<file path="src/rtl/spi_pkg.sv">
// spi_pkg: shared widths, FSM encoding and command record for spi_txn_arbiter
package spi_pkg;
  localparam int ADDR_W = 8;
  localparam int DATA_W = 8;
  localparam int FREQ_W = 10;
  localparam logic [2:0] ST_IDLE      = 3'd0;
  localparam logic [2:0] ST_LAUNCH    = 3'd1;
  localparam logic [2:0] ST_WAIT_LOW  = 3'd2;
  localparam logic [2:0] ST_WAIT_HIGH = 3'd3;
  localparam logic [2:0] ST_RESP      = 3'd4;
  localparam logic [2:0] ST_GAP       = 3'd5;
  typedef struct packed {
    logic              wr;
    logic [ADDR_W-1:0] addr;
    logic [DATA_W-1:0] wdata;
    logic [FREQ_W-1:0] freq;
  } cmd_t;
endpackage

</file>
<file path="src/rtl/spi_txn_arbiter_if.sv">
// spi_txn_arbiter_if: client request bus plus spi_master command/status signals
interface spi_txn_arbiter_if import spi_pkg::*; #(parameter int NUM_REQ = 2);
  logic [NUM_REQ-1:0]        req;
  logic [NUM_REQ-1:0]        req_wr;
  logic [ADDR_W*NUM_REQ-1:0] req_addr;
  logic [DATA_W*NUM_REQ-1:0] req_wdata;
  logic [FREQ_W*NUM_REQ-1:0] req_freq;
  logic [NUM_REQ-1:0]        ack;
  logic [DATA_W-1:0]         rsp_rdata;
  logic                      busy;
  logic                      spi_start_wr;
  logic                      spi_start_re;
  logic [ADDR_W-1:0]         spi_addr;
  logic [DATA_W-1:0]         spi_wdata;
  logic [FREQ_W-1:0]         spi_freq;
  logic [DATA_W-1:0]         spi_rdata;
  logic                      spi_ss;
`ifdef SPI_ARB_TIMEOUT_EN
  logic                      err;
`endif
  modport slave (
    input  req, req_wr, req_addr, req_wdata, req_freq, spi_rdata, spi_ss,
    output
`ifdef SPI_ARB_TIMEOUT_EN
    err,
`endif
    ack, rsp_rdata, busy, spi_start_wr, spi_start_re, spi_addr, spi_wdata, spi_freq
  );
  modport master (
    output req, req_wr, req_addr, req_wdata, req_freq, spi_rdata, spi_ss,
    input
`ifdef SPI_ARB_TIMEOUT_EN
    err,
`endif
    ack, rsp_rdata, busy, spi_start_wr, spi_start_re, spi_addr, spi_wdata, spi_freq
  );
endinterface

</file>
<file path="src/rtl/rr_arbiter.sv">
// rr_arbiter: one-hot grant of the first set request at or above ptr_i, wrapping
module rr_arbiter #(
  parameter int NUM_REQ = 2
) (
  input  logic [NUM_REQ-1:0]         req_i,
  input  logic [$clog2(NUM_REQ)-1:0] ptr_i,
  output logic [NUM_REQ-1:0]         gnt_o,
  output logic [$clog2(NUM_REQ)-1:0] idx_o
);
  localparam int IW = $clog2(NUM_REQ);
  logic [IW-1:0] j;
  // walk offsets from farthest to nearest so the nearest set request wins
  always_comb begin
    gnt_o = '0;
    idx_o = '0;
    j = '0;
    for (int k = NUM_REQ - 1; k >= 0; k--) begin
      j = IW'((int'(ptr_i) + k) % NUM_REQ);
      if (req_i[j]) begin
        gnt_o = '0;
        gnt_o[j] = 1'b1;
        idx_o = j;
      end
    end
  end
endmodule

</file>
<file path="src/rtl/spi_txn_arbiter.sv">
// spi_txn_arbiter: round-robin sequencer sharing one spi_master; SPI_ARB_TIMEOUT_EN adds start timeout + err
module spi_txn_arbiter import spi_pkg::*; #(
  parameter int NUM_REQ       = 2,
  parameter int GAP_CYCLES    = 2,
  parameter int START_TIMEOUT = 16
) (
  input logic clock,
  input logic reset,
  spi_txn_arbiter_if.slave bus
);
  localparam int IW = $clog2(NUM_REQ);
  localparam int GW = GAP_CYCLES > 0 ? $clog2(GAP_CYCLES + 1) : 1;
  if (NUM_REQ < 2 || NUM_REQ > 8 || START_TIMEOUT < 1 || GAP_CYCLES < 0) begin : g_bad_cfg
    $error("spi_txn_arbiter: unsupported parameter set");
  end
  logic [2:0]         state_q, state_d;
  cmd_t               cmd_q, cmd_d, win_cmd;
  logic [IW-1:0]      idx_q, idx_d, rr_q, rr_d, win_idx;
  logic [NUM_REQ-1:0] gnt_q, gnt_d, win_gnt;
  logic [DATA_W-1:0]  rdata_q, rdata_d;
  logic [GW-1:0]      gap_q, gap_d;
`ifdef SPI_ARB_TIMEOUT_EN
  localparam int TW = $clog2(START_TIMEOUT + 1);
  logic [TW-1:0]      to_q, to_d;
  logic               err_q, err_d;
  assign bus.err = err_q;
`endif
  rr_arbiter #(.NUM_REQ(NUM_REQ)) u_rr (
    .req_i(bus.req),
    .ptr_i(rr_q),
    .gnt_o(win_gnt),
    .idx_o(win_idx)
  );
  assign win_cmd = '{
    wr:    bus.req_wr[win_idx],
    addr:  bus.req_addr[int'(win_idx)*ADDR_W +: ADDR_W],
    wdata: bus.req_wdata[int'(win_idx)*DATA_W +: DATA_W],
    freq:  bus.req_freq[int'(win_idx)*FREQ_W +: FREQ_W]
  };
  assign bus.busy         = state_q != ST_IDLE;
  assign bus.spi_start_wr = state_q == ST_LAUNCH && cmd_q.wr;
  assign bus.spi_start_re = state_q == ST_LAUNCH && !cmd_q.wr;
  assign bus.ack          = state_q == ST_RESP ? gnt_q : '0;
  assign bus.spi_addr     = cmd_q.addr;
  assign bus.spi_wdata    = cmd_q.wdata;
  assign bus.spi_freq     = cmd_q.freq;
  assign bus.rsp_rdata    = rdata_q;
  // transaction sequencing: arbitrate only in IDLE, follow ss through the frame, ack, then hold off
  always_comb begin
    state_d = state_q;
    cmd_d   = cmd_q;
    idx_d   = idx_q;
    gnt_d   = gnt_q;
    rr_d    = rr_q;
    rdata_d = rdata_q;
    gap_d   = gap_q;
`ifdef SPI_ARB_TIMEOUT_EN
    to_d    = to_q;
    err_d   = err_q;
`endif
    case (state_q)
      ST_IDLE: if (|bus.req) begin
        state_d = ST_LAUNCH;
        cmd_d   = win_cmd;
        idx_d   = win_idx;
        gnt_d   = win_gnt;
      end
      ST_LAUNCH: begin
        state_d = ST_WAIT_LOW;
`ifdef SPI_ARB_TIMEOUT_EN
        to_d    = '0;
`endif
      end
      ST_WAIT_LOW: if (!bus.spi_ss) state_d = ST_WAIT_HIGH;
`ifdef SPI_ARB_TIMEOUT_EN
      else if (to_q == TW'(START_TIMEOUT - 1)) begin
        err_d   = 1'b1;
        rdata_d = '0;
        state_d = ST_RESP;
      end else to_d = to_q + 1'b1;
`endif
      ST_WAIT_HIGH: if (bus.spi_ss) begin
        rdata_d = bus.spi_rdata;
        state_d = ST_RESP;
      end
      ST_RESP: begin
        rr_d    = idx_q == IW'(NUM_REQ - 1) ? '0 : idx_q + 1'b1;
        gap_d   = GW'(GAP_CYCLES);
        state_d = GAP_CYCLES == 0 ? ST_IDLE : ST_GAP;
      end
      ST_GAP: begin
        gap_d   = gap_q == '0 ? '0 : gap_q - 1'b1;
        state_d = gap_q <= GW'(1) ? ST_IDLE : ST_GAP;
      end
      default: state_d = ST_IDLE;
    endcase
  end
  // state and command registers; reset aborts any frame without an ack
  always_ff @(posedge clock or posedge reset)
    if (reset) begin
      state_q <= ST_IDLE;
      cmd_q   <= '0;
      idx_q   <= '0;
      gnt_q   <= '0;
      rr_q    <= '0;
      rdata_q <= '0;
      gap_q   <= '0;
`ifdef SPI_ARB_TIMEOUT_EN
      to_q    <= '0;
      err_q   <= 1'b0;
`endif
    end else begin
      state_q <= state_d;
      cmd_q   <= cmd_d;
      idx_q   <= idx_d;
      gnt_q   <= gnt_d;
      rr_q    <= rr_d;
      rdata_q <= rdata_d;
      gap_q   <= gap_d;
`ifdef SPI_ARB_TIMEOUT_EN
      to_q    <= to_d;
      err_q   <= err_d;
`endif
    end
endmodule

</file>
<file path="src/flat_wrapper.sv">
// flat-port wrapper written by rule: the top's interface ports become plain ports
module spi_txn_arbiter_flat import spi_pkg::*;
#(
  parameter int NUM_REQ       = 2,
  parameter int GAP_CYCLES    = 2,
  parameter int START_TIMEOUT = 16
)
  (clock, reset, bus_req, bus_req_wr, bus_req_addr, bus_req_wdata, bus_req_freq, bus_spi_rdata, bus_spi_ss, bus_ack, bus_rsp_rdata, bus_busy, bus_spi_start_wr, bus_spi_start_re, bus_spi_addr, bus_spi_wdata, bus_spi_freq);
  spi_txn_arbiter_if #(.NUM_REQ(NUM_REQ)) bus_i ();
  input logic clock;
  input logic reset;
  input wire logic [$bits(bus_i.req)-1:0] bus_req;
  input wire logic [$bits(bus_i.req_wr)-1:0] bus_req_wr;
  input wire logic [$bits(bus_i.req_addr)-1:0] bus_req_addr;
  input wire logic [$bits(bus_i.req_wdata)-1:0] bus_req_wdata;
  input wire logic [$bits(bus_i.req_freq)-1:0] bus_req_freq;
  input wire logic [$bits(bus_i.spi_rdata)-1:0] bus_spi_rdata;
  input wire logic [$bits(bus_i.spi_ss)-1:0] bus_spi_ss;
  output wire logic [$bits(bus_i.ack)-1:0] bus_ack;
  output wire logic [$bits(bus_i.rsp_rdata)-1:0] bus_rsp_rdata;
  output wire logic [$bits(bus_i.busy)-1:0] bus_busy;
  output wire logic [$bits(bus_i.spi_start_wr)-1:0] bus_spi_start_wr;
  output wire logic [$bits(bus_i.spi_start_re)-1:0] bus_spi_start_re;
  output wire logic [$bits(bus_i.spi_addr)-1:0] bus_spi_addr;
  output wire logic [$bits(bus_i.spi_wdata)-1:0] bus_spi_wdata;
  output wire logic [$bits(bus_i.spi_freq)-1:0] bus_spi_freq;
  assign bus_i.req = bus_req;
  assign bus_i.req_wr = bus_req_wr;
  assign bus_i.req_addr = bus_req_addr;
  assign bus_i.req_wdata = bus_req_wdata;
  assign bus_i.req_freq = bus_req_freq;
  assign bus_i.spi_rdata = bus_spi_rdata;
  assign bus_i.spi_ss = bus_spi_ss;
  assign bus_ack = bus_i.ack;
  assign bus_rsp_rdata = bus_i.rsp_rdata;
  assign bus_busy = bus_i.busy;
  assign bus_spi_start_wr = bus_i.spi_start_wr;
  assign bus_spi_start_re = bus_i.spi_start_re;
  assign bus_spi_addr = bus_i.spi_addr;
  assign bus_spi_wdata = bus_i.spi_wdata;
  assign bus_spi_freq = bus_i.spi_freq;
  spi_txn_arbiter #(.NUM_REQ(NUM_REQ), .GAP_CYCLES(GAP_CYCLES), .START_TIMEOUT(START_TIMEOUT)) u_core (.clock(clock), .reset(reset), .bus(bus_i));
endmodule
</file>
<file path="config.mk">
export PLATFORM = sky130hd
export DESIGN_NAME = spi_txn_arbiter_flat
export DESIGN_NICKNAME = d
export VERILOG_FILES = /design/src/rtl/spi_pkg.sv /design/src/rtl/spi_txn_arbiter_if.sv /design/src/rtl/rr_arbiter.sv /design/src/rtl/spi_txn_arbiter.sv /design/src/flat_wrapper.sv
export SDC_FILE = /design/constraint.sdc
export NUM_CORES = 1
export LEC_CHECK = 0
export CORE_MARGIN = 4
export CORE_UTILIZATION = 40
export DETAILED_ROUTE_END_ITERATION = 10
export GPL_ROUTABILITY_DRIVEN = 1
export PLACE_DENSITY = 0.82
export REMOVE_ABC_BUFFERS = 1
export SETUP_SLACK_MARGIN = 0.3
export SYNTH_ARGS = -nofsm -noshare
export SYNTH_HDL_FRONTEND = slang
export SYNTH_SLANG_ARGS = --single-unit
</file>
<file path="constraint.sdc">
create_clock -name clock -period 1.8 [get_ports clock]
set_clock_uncertainty 0.1 [all_clocks]
set_input_delay 0.18 -clock clock [delete_from_list [all_inputs] [get_ports clock]]
set_output_delay 0.18 -clock clock [all_outputs]
set_load 0.02 [all_outputs]
</file>
==> flow_summary.ini <==
[place]
placed_cell_area_um2 = 3170
dpl.hpwl_um = 4060
gp_congestion = 0.783
pre_cts_slack_ns = -0.0244
numPortBuffers = 105

[clock_tree]
cts_tree = yes
clk_pin_slew_ns = 0.09
cts_buffer_depth = 2
cts_hold_buf = 0
clock-sinks = 43
insertion_delay_ns = 0.29
cts-root-buf = clkbuf_8
numCtsBuffers = 5
cts-htree-levels = 2

[logic_synthesis]
synth_commonest_cells = dfrtp_1 (43), a21o_1 (28), o221a_2 (27)
yosys.area.top_type = dfrtp_1
yosysUniqueCellTypes = 28
syn_area_per_cell_um2 = 12.1
yosys_most_used_dff = dfrtp_1
yosysSeqAreaShare = 0.500
synth_seq_cells = 43
synth_top_cell_area_share = 0.500
ys_top_cells_by_area = dfrtp_1 (50%), o221a_2 (14%), a21o_1 (9.8%), buf_4 (9.1%), mux2_2 (4.2%)
yosys_warnings = 0
async_flop_share = 1.00
netlist_area_um2 = 2150
synth-edff-count = 0
synth_most_common_cell = dfrtp_1
synth_cells = 178

[sta]
slew_headroom = 0.689
drv_slew = 0
rsz0062_at_grt = true
holdWs_ns = 0.146
hold_violations = 0
fin_crit_sh = 0.954
layout_min_cycle_time_ns = 1.72
tightest_slew_ns = 0.467
final.setup.tns_ns = 0
finalSetupViolCount = 0
fmax_mhz = 582
worst_slack_ns = 0.0831

[setup_path]
cp_max_fo = 7
r2r_setup_slack_ns = 0.08
crit_arrival_ns = 1.78
end_kind = flop
crit_type = reg2reg
reg2reg_to = u_core.bus.spi_freq[3]
cp-start-kind = flop
rr_worst_depth = 6
cp.required_ns = 1.87
r2r_start = u_core.state_q[1]

[die]
fp.coreArea_um2 = 5170
ios = 106
start_util = 0.416
die_y_um = 81.4
die_x_um = 81.4
row_count = 26
die_area_um2 = 6620

[grt]
grt_max_degree = 44
grt_antenna_before_repair = 0
grtUsageTotal = 0.206
grt_pass1_vias = 1953
grt_pass1_wl_um = 10100
overflow = 0

[final_layout]
fin_nets = 350
area_growth_pct = 72.1
drive_above_1_share = 0.325
n_antenna_cell = 0
seq_area_um2 = 1080
final_area_um2 = 3700
multiInputGateArea_um2 = 1100
fillers = 364
final_util = 0.716

[detailed_routing]
num_vias = 1862
drtIter0Drc = 67
first_pass_iters = 4
viasPerCell = 5.27
drc = 0
ant_nets = 0
avgRoutedWirePerCell_um = 19.1
drt_wl_total_um = 6740

[power_and_ir_drop]
leakagePower_nw = 1.61
ir_worst_vdd_v = 0.000659
powerDensity_nw_per_um2 = 1660

[worst_hold_path]
hp-class = in2async

[run_status]
outcome = finished, final reports clean

[run]
cap_violations = 0
worst max-delay path, stage by stage, from the launching register on:
cell and delay, ns:
dfrtp_1 0.41, buf_6 0.13, nor3_4 0.20, buf_6 0.14
buf_12 0.13, nand3_4 0.15, o221a_2 0.33
layout make-up:
type                            instances  share of cell area
Timing Repair Buffer                  134               0.364
Multi-Input combinational cell         97               0.296
Sequential cell                        43               0.291
Tap cell                               70              0.0236
Clock buffer                            6              0.0223
Inverter                                2             0.00203
Clock inverter                          1             0.00135
how the worst max path moves through the flow:
stage                           start                       to  slack [ns]
finish              u_core.state_q[1]   u_core.bus.spi_freq[3]        0.08
global route        u_core.state_q[1]   u_core.bus.spi_freq[1]        0.06
CTS                 u_core.state_q[1]   u_core.bus.spi_freq[6]        0.13
detailed placement  u_core.state_q[1]   u_core.bus.spi_freq[3]       -0.02
global placement           bus_spi_ss  u_core.bus.rsp_rdata[6]        0.03
floorplan           u_core.state_q[0]   u_core.bus.spi_addr[0]       -0.42
cells in the final DEF, fill, tap and decap left out, drive strengths merged, types with 4 or more instances in the layout:
cell | synthesis | routed
a21o | 28 | 28
a21oi | 5 | 5
buf | 37 | 34
clkbuf | 2 | 6
clkdlybuf4s50 | 0 | 66
dfrtp | 43 | 43
dlygate4sd2 | 0 | 34
mux2 | 8 | 8
nand3 | 1 | 4
o221a | 27 | 27
cells by family after synthesis:
family          Yosys count  synth area share
compound gates           67             0.272
flops                    43             0.500
buf+inv                  41             0.123
simple gates             19            0.0634
mux                       8            0.0419
state kept, by name, summed over array words and instances, names as in the netlist:
name,cells
u_core.gap_q,2
u_core.bus.rsp_rdata,8
u_core.bus.spi_freq,10
u_core.bus.spi_addr,8
u_core.cmd_q,1
u_core.rr_q,1
u_core.gnt_q,2
u_core.state_q,3
u_core.bus.spi_wdata,8
timing repair:
| item | CTS | global route |
|---|---|---|
| pin swaps | 6 | 6 |
| resized for setup | 93 | 29 |
| gates cloned | 5 | 1 |
| buffers inserted | 10 | 3 |
| setup endpoints to repair | 75 | 45 |
| hold endpoints to repair | 0 | 0 |
per-stage QoR:
step / instances / total power, mW
floorplan: 139 / 3.42
global route: 353 / 6.50
global placement: 327 / 4.76
CTS: 349 / 5.85
finish: 353 / 6.15
detailed placement: 327 / 4.84
power breakdown:
group / total (mW) / internal [mW] / switching [mW] / leakage (nW)
Clock: 0.610 / 0.301 / 0.309 / 0.0470
Combinational: 3.77 / 2.08 / 1.69 / 1.08
Sequential: 1.77 / 1.45 / 0.320 / 0.486
Total: 6.15 / 3.84 / 2.32 / 1.61
layer usage:
metal  wire length (um)  track usage  up-vias
met3                412       0.0443        4
met2               3580        0.362       69
li1                   -            -      869
met5                  0            0        -
met4                 46       0.0372        0
met1               2700        0.261      920
No activity file was read; power rests on OpenSTA's default activity.
==> edit, RTL diff (same settings) <==
`GAP_CYCLES` is set to 2 in 2 places; all go to 4.
--- a/src/rtl/spi_txn_arbiter.sv
+++ b/src/rtl/spi_txn_arbiter.sv
@@ -1,7 +1,7 @@
 // spi_txn_arbiter: round-robin sequencer sharing one spi_master; SPI_ARB_TIMEOUT_EN adds start timeout + err
 module spi_txn_arbiter import spi_pkg::*; #(
   parameter int NUM_REQ       = 2,
-  parameter int GAP_CYCLES    = 2,
+  parameter int GAP_CYCLES    = 4,
   parameter int START_TIMEOUT = 16
 ) (
   input logic clock,
--- a/src/flat_wrapper.sv
+++ b/src/flat_wrapper.sv
@@ -2,7 +2,7 @@
 module spi_txn_arbiter_flat import spi_pkg::*;
 #(
   parameter int NUM_REQ       = 2,
-  parameter int GAP_CYCLES    = 2,
+  parameter int GAP_CYCLES    = 4,
   parameter int START_TIMEOUT = 16
 )
   (clock, reset, bus_req, bus_req_wr, bus_req_addr, bus_req_wdata, bus_req_freq, bus_spi_rdata, bus_spi_ss, bus_ack, bus_rsp_rdata, bus_busy, bus_spi_start_wr, bus_spi_start_re, bus_spi_addr, bus_spi_wdata, bus_spi_freq);
Behaviour: not the same (Yosys sat finds a counterexample within 10 cycles, from zero or initial values and one cycle with reset high).
==> edit against the unedited design <==
Non-clock buffer count is 5 lower; critical path depth is 2 lower; area after synthesis is 5.3% higher; sequential cell count is 1 higher; cell area is 5.3% lower; power is 4.9% lower; via count is 2.5% higher; count of clock-buffer cells in the layout is 1 lower; combinational power is 14% lower; clock power is 29% higher; worst setup slack better by 0.053 ns; routed wire length is 5.4% lower; sequential power is 3% higher; largest cell class unchanged.
==> edit: results <==
set metrics [dict create \
    grt_pass1_vias 2041 \
    fin_area_um2 3510 \
    postCtsSetupRepairBufs 6 \
    drt_wl_total_um 6380 \
    wl_met1_um 2650 \
    via_per_inst 5.27 \
    drive_gt1_share_pct 30.3 \
    hpwl_um 4440 \
    nMultiInputCombCells 104 \
    slowest_stage "dfrtp_2" \
    power_mw 5.85 \
    outcome "finished clean" \
    p_leak_nw 1.54 \
    ys_seq_area_share_pct 48.6 \
    n_all_buffers 129 \
    grt_max_degree 29 \
    track_usage_pct 18.4 \
    post_synth_main_area_contributors "dfrtp_1 49%, o221a_2 13%, a21o_1 9.3%" \
    use_met2_pct 30.8 \
    grtUsageMet3_pct 5.26 \
    worstMarginPinSlew_ns 0.412 \
    avgRoutedWirePerCell_um 17.6 \
    clock_area_share_pct 3.28 \
    cpPeakStageDelay_ns 0.48 \
    multi_input_area_share_pct 26.7 \
    syn_inst 190 \
    seq_share_pct 31.5 \
    fillers 455 \
    buffer_area_share_pct 35.5 \
    gp_congestion 0.804 \
]
-- edit: path summary, 6_finish.rpt --
check / start / endpoint / slack, ns / cells past startpoint
max: u_core.state_q[2]$_DFFE_PP0P_ / u_core.bus.spi_addr[4]$_DFFE_PP0P_ / 0.14 / 4
min: reset / u_core.bus.rsp_rdata[4]$_DFFE_PP0P_ / 0.06 / 2
max reg2reg: u_core.state_q[2]$_DFFE_PP0P_ / u_core.bus.spi_addr[4]$_DFFE_PP0P_ / 0.14 / 4
min reg2reg: u_core.bus.rsp_rdata[2]$_DFFE_PP0P_ / u_core.bus.rsp_rdata[2]$_DFFE_PP0P_ / 0.41 / 1
max in group asynchronous: reset / u_core.rr_q$_DFFE_PP0P_ / 1.07 / 3
min in group clock: bus_spi_rdata[4] / u_core.bus.rsp_rdata[4]$_DFFE_PP0P_ / 0.39 / 2
